===== src/rtl/spi_ram_pkg.sv =====
// Shared definitions for the SPI RAM controller: FSM state encoding,
// default opcodes and bit-counter width.
package spi_ram_pkg;

  typedef enum logic [2:0] {
    IDLE,
    CMD,
    ADDR_HI,
    ADDR_LO,
    RD_DATA,
    WR_DATA,
    IGNORE
  } state_t;

  localparam logic [7:0] CMD_READ_DEF  = 8'h03;
  localparam logic [7:0] CMD_WRITE_DEF = 8'h02;
  localparam int unsigned BIT_CNT_W    = 3;

endpackage


===== src/rtl/spi_sync_edge.sv =====
// Two-flop synchronizer for an asynchronous input with single-cycle
// rise/fall pulses derived from the synchronized level.
//   i_clk   system clock
//   i_rst   synchronous active-high reset (flops load RST_VAL)
//   i_d     asynchronous input
//   o_q     synchronized level
//   o_rise  one-cycle pulse on synchronized 0->1
//   o_fall  one-cycle pulse on synchronized 1->0
module spi_sync_edge #(
  parameter logic RST_VAL = 1'b0
) (
  input  logic i_clk,
  input  logic i_rst,
  input  logic i_d,
  output logic o_q,
  output logic o_rise,
  output logic o_fall
);

  logic ff0, ff1, prev;

  always_ff @(posedge i_clk) begin
    if (i_rst) begin
      ff0  <= RST_VAL;
      ff1  <= RST_VAL;
      prev <= RST_VAL;
    end else begin
      ff0  <= i_d;
      ff1  <= ff0;
      prev <= ff1;
    end
  end

  assign o_q    = ff1;
  assign o_rise = ff1 & ~prev;
  assign o_fall = ~ff1 & prev;

endmodule


===== src/rtl/spi_ram_ctrl.sv =====
// SPI mode-0 slave that turns READ/WRITE frames into byte-wide RAM strobes.
// Frame: opcode, address high byte, address low byte, then data bytes with
// address auto-increment. Reads prefetch the next byte after each byte.
//   i_clk, i_rst        system clock, synchronous active-high reset
//   i_sclk/i_cs_n/i_mosi asynchronous SPI pins
//   o_miso              read data out, 0 outside the read data phase
//   o_addr/o_wdata      RAM byte address / write data
//   o_we/o_re           one-cycle RAM strobes
//   i_rdata             RAM read data, valid RD_LAT cycles after o_re
//   o_active            high while a frame is being handled
module spi_ram_ctrl
  import spi_ram_pkg::*;
#(
  parameter int unsigned AW        = 16,
  parameter int unsigned RD_LAT    = 1,
  parameter logic [7:0]  CMD_READ  = CMD_READ_DEF,
  parameter logic [7:0]  CMD_WRITE = CMD_WRITE_DEF
) (
  input  logic          i_clk,
  input  logic          i_rst,
  input  logic          i_sclk,
  input  logic          i_cs_n,
  input  logic          i_mosi,
  output logic          o_miso,
  output logic [AW-1:0] o_addr,
  output logic [7:0]    o_wdata,
  output logic          o_we,
  output logic          o_re,
  input  logic [7:0]    i_rdata,
  output logic          o_active
);

  state_t state, state_nxt;

  logic sclk_rise, sclk_fall, sclk_lvl_unused;
  logic cs_s, cs_rise, cs_fall;
  logic mosi_ff0, mosi_s;

  logic [BIT_CNT_W-1:0] bit_cnt;
  logic [7:0]           rx_sr, tx_sr, addr_hi, rx_byte;
  logic [AW-1:0]        addr;
  logic [15:0]          addr_full;
  logic                 cmd_rd;
  logic [RD_LAT-1:0]    rd_pipe;
  logic [RD_LAT:0]      rd_pipe_in;

  logic in_frame, shift_en, byte_done, re_nxt, we_nxt;

  // Only SCLK edges matter; its synchronized level is not used.
  spi_sync_edge #(.RST_VAL(1'b0)) u_sync_sclk (
    .i_clk  (i_clk),
    .i_rst  (i_rst),
    .i_d    (i_sclk),
    .o_q    (sclk_lvl_unused),
    .o_rise (sclk_rise),
    .o_fall (sclk_fall)
  );

  // CS_n idles high, so reset the synchronizer high to avoid a false edge.
  spi_sync_edge #(.RST_VAL(1'b1)) u_sync_cs (
    .i_clk  (i_clk),
    .i_rst  (i_rst),
    .i_d    (i_cs_n),
    .o_q    (cs_s),
    .o_rise (cs_rise),
    .o_fall (cs_fall)
  );

  // Same two-stage delay as SCLK, keeping MOSI aligned with sclk_rise.
  always_ff @(posedge i_clk) begin
    if (i_rst) begin
      mosi_ff0 <= 1'b0;
      mosi_s   <= 1'b0;
    end else begin
      mosi_ff0 <= i_mosi;
      mosi_s   <= mosi_ff0;
    end
  end

  assign rx_byte    = {rx_sr[6:0], mosi_s};
  assign addr_full  = {addr_hi, rx_byte};
  assign rd_pipe_in = {rd_pipe, o_re};
  assign in_frame   = state inside {CMD, ADDR_HI, ADDR_LO, RD_DATA, WR_DATA};
  assign shift_en   = sclk_rise & ~cs_s & in_frame;
  assign byte_done  = shift_en & (bit_cnt == '1);

  always_comb begin
    state_nxt = state;
    re_nxt    = 1'b0;
    we_nxt    = 1'b0;
    case (state)
      IDLE:    if (cs_fall) state_nxt = CMD;
      CMD:     if (byte_done)
                 state_nxt = (rx_byte == CMD_READ || rx_byte == CMD_WRITE) ? ADDR_HI : IGNORE;
      ADDR_HI: if (byte_done) state_nxt = ADDR_LO;
      ADDR_LO: if (byte_done) begin
                 state_nxt = cmd_rd ? RD_DATA : WR_DATA;
                 re_nxt    = cmd_rd;
               end
      RD_DATA: re_nxt = byte_done;
      WR_DATA: we_nxt = byte_done;
      default: state_nxt = state;
    endcase
    // CS release ends the frame from any state; an unfinished byte is dropped.
    if (cs_rise) begin
      state_nxt = IDLE;
      re_nxt    = 1'b0;
      we_nxt    = 1'b0;
    end
  end

  always_ff @(posedge i_clk) begin
    if (i_rst) begin
      state   <= IDLE;
      bit_cnt <= '0;
      rx_sr   <= '0;
      tx_sr   <= '0;
      addr_hi <= '0;
      addr    <= '0;
      cmd_rd  <= 1'b0;
      rd_pipe <= '0;
      o_wdata <= '0;
      o_we    <= 1'b0;
      o_re    <= 1'b0;
    end else begin
      state   <= state_nxt;
      o_re    <= re_nxt;
      o_we    <= we_nxt;
      rd_pipe <= rd_pipe_in[RD_LAT-1:0];

      if (state == IDLE && cs_fall) begin
        bit_cnt <= '0;
        rx_sr   <= '0;
      end else if (shift_en) begin
        bit_cnt <= bit_cnt + BIT_CNT_W'(1);
        rx_sr   <= rx_byte;
      end

      if (state == CMD && byte_done) cmd_rd <= (rx_byte == CMD_READ);
      if (state == ADDR_HI && byte_done) addr_hi <= rx_byte;
      if (we_nxt) o_wdata <= rx_byte;

      // Reads advance with the prefetch strobe; writes advance the cycle
      // after their strobe so o_addr holds the written address during o_we.
      if (state == ADDR_LO && byte_done)
        addr <= addr_full[AW-1:0];
      else if ((state == RD_DATA && byte_done) || o_we)
        addr <= addr + AW'(1);

      // Shifting is held while bit_cnt is 0 so the falling edge that follows
      // a byte boundary keeps the freshly loaded bit 7 on MISO.
      if (state == ADDR_LO && byte_done)
        tx_sr <= '0;
      else if (state == RD_DATA) begin
        if (rd_pipe_in[RD_LAT])
          tx_sr <= i_rdata;
        else if (sclk_fall && !cs_s && bit_cnt != '0)
          tx_sr <= {tx_sr[6:0], 1'b0};
      end
    end
  end

  assign o_addr   = addr;
  assign o_miso   = (state == RD_DATA) & tx_sr[7];
  assign o_active = (state != IDLE);

endmodule

===== config.mk =====
export PLATFORM = sky130hd
export DESIGN_NAME = spi_ram_ctrl
export DESIGN_NICKNAME = d
export VERILOG_FILES = /design/src/rtl/spi_ram_pkg.sv /design/src/rtl/spi_sync_edge.sv /design/src/rtl/spi_ram_ctrl.sv
export SDC_FILE = /design/constraint.sdc
export NUM_CORES = 1
export LEC_CHECK = 0
export ABC_AREA = 1
export ABC_CLOCK_PERIOD_IN_PS = 1450
export CORE_ASPECT_RATIO = 0.75
export CORE_MARGIN = 3
export CORE_UTILIZATION = 35
export CTS_BUF_LIST = sky130_fd_sc_hd__clkbuf_16
export CTS_CLUSTER_SIZE = 25
export DETAILED_ROUTE_END_ITERATION = 8
export GPL_ROUTABILITY_DRIVEN = 1
export GPL_TIMING_DRIVEN = 0
export SYNTH_ARGS = -nofsm -noshare
export SYNTH_HDL_FRONTEND = slang
export SYNTH_SLANG_ARGS = --single-unit
export TNS_END_PERCENT = 30

===== constraint.sdc =====
create_clock -name i_clk -period 1.45 [get_ports i_clk]
set_input_delay 0.29 -clock i_clk [delete_from_list [all_inputs] [get_ports i_clk]]
set_output_delay 0.29 -clock i_clk [all_outputs]
set_load 0.1 [all_outputs]

==> out/results.tsv <==
stage	metric	value	unit
floorplanning	fp.dieW	115.5	um
clock_network	root_buffer	clkbuf_16	
clock_network	cts_hold_buf	0	
floorplanning	row_count	29	
clock_network	clk_latency	0.33	ns
finish	layout.nets	528	
floorplanning	die_height	88.14	um
outcome	status	complete, but fails checks	
setup_path	worstPathArrival	1.78	ns
global_route	antenna_found_initial	0	
timing	tightest_slew	0.6930	ns
timing	setup_violations	36	
setup_path	start_kind	register	
timing	rsz0062_at_grt	true	
clock_network	htree_levels	3	
route	drc_errors	0	
logic_synthesis	yosys.area_share.xor_xnor	1.948	%
setup_path	critPathKind	register to register	
logic_synthesis	synth.top_cells.by_count	nand2_1 (141), dfxtp_1 (65), a21oi_1 (45), nor2_1 (35), inv_1 (33)	
logic_synthesis	syn-instance-count	439	
pwr	p_per_area	907.4	mW/mm2
setup_path	endpoint_kind	register	
finish	fillCellCount	822	
global_route	grt_pass1_wl	14300	um
global_route	grt_usage	18.02	%
clock_network	clkTransAtPathRegs	0.06	ns
logic_synthesis	synth_top_area_share	41.34	%
logic_synthesis	synth-seq-cells	65	
finish	final_util	52.03	%
placement	hpwl	6172	um
global_route	top_usage_layer	met1	
placement	io_buffers	39	
finish	diodes	0	
logic_synthesis	synth_most_common_cell	nand2_1	
logic_synthesis	ys.flop_type	dfxtp_1	
floorplanning	core	0.008600	mm2
clock_network	cts_made_buffers	9	
route	drt_pre_antenna_iters	4	
logic_synthesis	ys_warn_count	0	
setup_path	crit_chain	inv_8 -> nand2_8 -> nor2_4 -> nor2_4 -> buf_6 -> nand3_4 -> nand2_4 -> nor2_8 -> inv_6 -> clkbuf_16 -> nand2_1 -> a21oi_2	
floorplanning	ios	41	
global_route	use_met2	26.31	%
timing	slew_viol_final	0	
setup_path	crit_family	simple AND/OR/NAND/NOR gates	
timing	period_needed	1.597	ns
global_route	gr-total-overflow	0	
finish	syn_to_final_growth	42.13	%
floorplanning	die_area	0.01018	mm2
route	via_per_inst	4.942	
route	ant_nets	0	
pwr	power_leakage	1.789	nW
setup_path	cp_num_buf_inv	4	
timing	relSlewSlack	53.80	%
route	wirelength	9050	um
timing	worst_clock_skew	0.005601	ns
min_path	min_path_type	register to register	
logic_synthesis	synth_fp_nets	456	
placement	numPlacedInstances	586	
timing	setup_ws	-0.1473	ns
logic_synthesis	async_reset_ff_share	0	%
logic_synthesis	synth_top_family_by_area	simple AND/OR/NAND/NOR gates	
logic_synthesis	yosysSeqAreaShare	41.34	%
logic_synthesis	synth.avg_cell_area	7.171	um2
logic_synthesis	ys_types	35	
floorplanning	start_util	36.61	%
logic_synthesis	synth_mux_area_share	2.504	%
setup_path	crit_fanout	7	
global_route	grt_max_degree	13	
timing	setup_tns	-2.827	ns
logic_synthesis	netlist_top_cells_area	dfxtp_1 (41%), nand2_1 (17%), a21oi_1 (7.2%), nand3_1 (4.5%), nor2_1 (4.2%)	
logic_synthesis	yosysTopAreaCell	dfxtp_1	
finish	instances_no_fill	624	
timing	period_share	110.2	%
logic_synthesis	synth_edf_count	0	
route	wl_per_cell	14.50	um
placement	dp_slack	-0.7067	ns
clock_network	numClockSinks	65	
setup_path	cp_common_cell	nor2_4	
setup_path	worst_path_largest_cell_delay	0.37	ns
timing	hold_viol_final	0	
clock_network	clk_path_buf_depth	2	
global_route	grt_util_met3	4.351	%
placement	finalWeightedCongestion	0.9031	
global_route	grtUsageMet1	26.75	%
clock_network	tritoncts	built	
setup_path	critPathSlowestCell	dfxtp_4	
logic_synthesis	syn_area	0.003148	mm2
route	drt_iter0_markers	238	
logic_synthesis	synth_simple_gate_area_share	31.96	%
setup_path	worstPathRequired	1.63	ns
finish	drive_gt1_share	35.27	%
global_route	first_global_vias	2760	
logic_synthesis	synth_compound_area_share	13.12	%
timing	max_freq	0.6261	GHz
flow_run	maxCapViolations	0	
route	vias	3084	
pwr	ir_worst_vdd	0.0005522	V
logic_synthesis	synth_adder_area_share	1.590	%
outcome	failed_checks	setup timing	
## registers in the layout, summed over array words and instances (netlist names), 3 cells and up
register	flops
o_wdata	8
tx_sr	8
o_addr	16
bit_cnt	3
state	3
addr_hi	8
rx_sr	7
## worst paths after layout
check        slack, ns                        from                          to  depth (start not counted)
max              -0.15       state[1]$_SDFFE_PP0P_     o_addr[14]$_SDFFE_PP0P_                         12
min               0.39  u_sync_sclk.ff0$_SDFF_PP0_  u_sync_sclk.o_q$_SDFF_PP0_                          2
max reg2reg      -0.15       state[1]$_SDFFE_PP0P_     o_addr[14]$_SDFFE_PP0P_                         12
min reg2reg       0.39  u_sync_sclk.ff0$_SDFF_PP0_  u_sync_sclk.o_q$_SDFF_PP0_                          2
## placed cells by master (no fill, tap or decap), types with 4 or more instances in the layout
cell	netlist	layout
nand4_1	7	7
nand2_1	141	118
o21ai_1	1	7
a21oi_1	45	36
nor2_1	35	28
mux2_2	7	7
nand3_1	28	26
clkdlybuf4s50_1	0	11
nand2_2	1	16
inv_1	33	30
o21ai_0	18	11
a21oi_2	9	18
nor2_4	0	6
dfxtp_2	0	8
xor2_1	5	5
dfxtp_4	0	16
clkbuf_4	0	6
buf_2	2	18
buf_4	1	20
nand3_4	1	4
nand2_4	1	8
nor2_2	3	4
buf_6	2	6
clkbuf_1	8	6
clkbuf_16	0	11
dfxtp_1	65	41
## what timing repair did
action,4_1_cts,5_1_grt
gates cloned,1,1
setup buffers,9,11
pin swaps,8,13
gates resized for setup,179,58
setup endpoints to repair,84,62
## per-layer routing
| metal | wire length [um] | vias to the layer above |
|---|---|---|
| met3 | 437 | 4 |
| met4 | 51 | 0 |
| met1 | 4671 | 1439 |
| met2 | 3889 | 65 |
| li1 | - | 1576 |
| met5 | 0 | - |
## area by class of cell
type,instances,area [um2],share of cell area [%]
Clock buffer,10,250.2,5.593
Multi-Input combinational cell,322,1911,42.70
Clock inverter,6,37.54,0.8389
Tap cell,108,135.1,3.020
Sequential cell,65,1371,30.65
Timing Repair Buffer,60,478.0,10.68
Buffer,14,115.1,2.573
Inverter,39,176.4,3.943
## stage by stage
stage	hold WS [ns]	power (mW)	area, um2
2_1_floorplan	0.3883	1.925	3317
6_report	0.3922	4.060	4474
4_1_cts	0.3996	4.091	4205
3_5_place_dp	0.3916	1.988	3842
3_3_place_gp	0.3896	1.987	3842
5_1_grt	0.4200	4.208	4474
## worst min-delay path, cell delays in order (launching register included)
cell and delay [ns]:
dfxtp_1 0.29, inv_1 0.04, nor2_1 0.03
## cell families after synthesis
logic type	after synthesis
mux	7
fa+ha+maj	4
flops	65
buf+inv	53
compound gates	75
xor+xnor	7
simple gates	228
## where the power goes
part	internal, mW	switching [mW]
Combinational	0.0767	0.129
Sequential	1.77	0.0173
Clock	1.26	0.806
Total	3.11	0.952
Power figures use the tool's default switching activity.
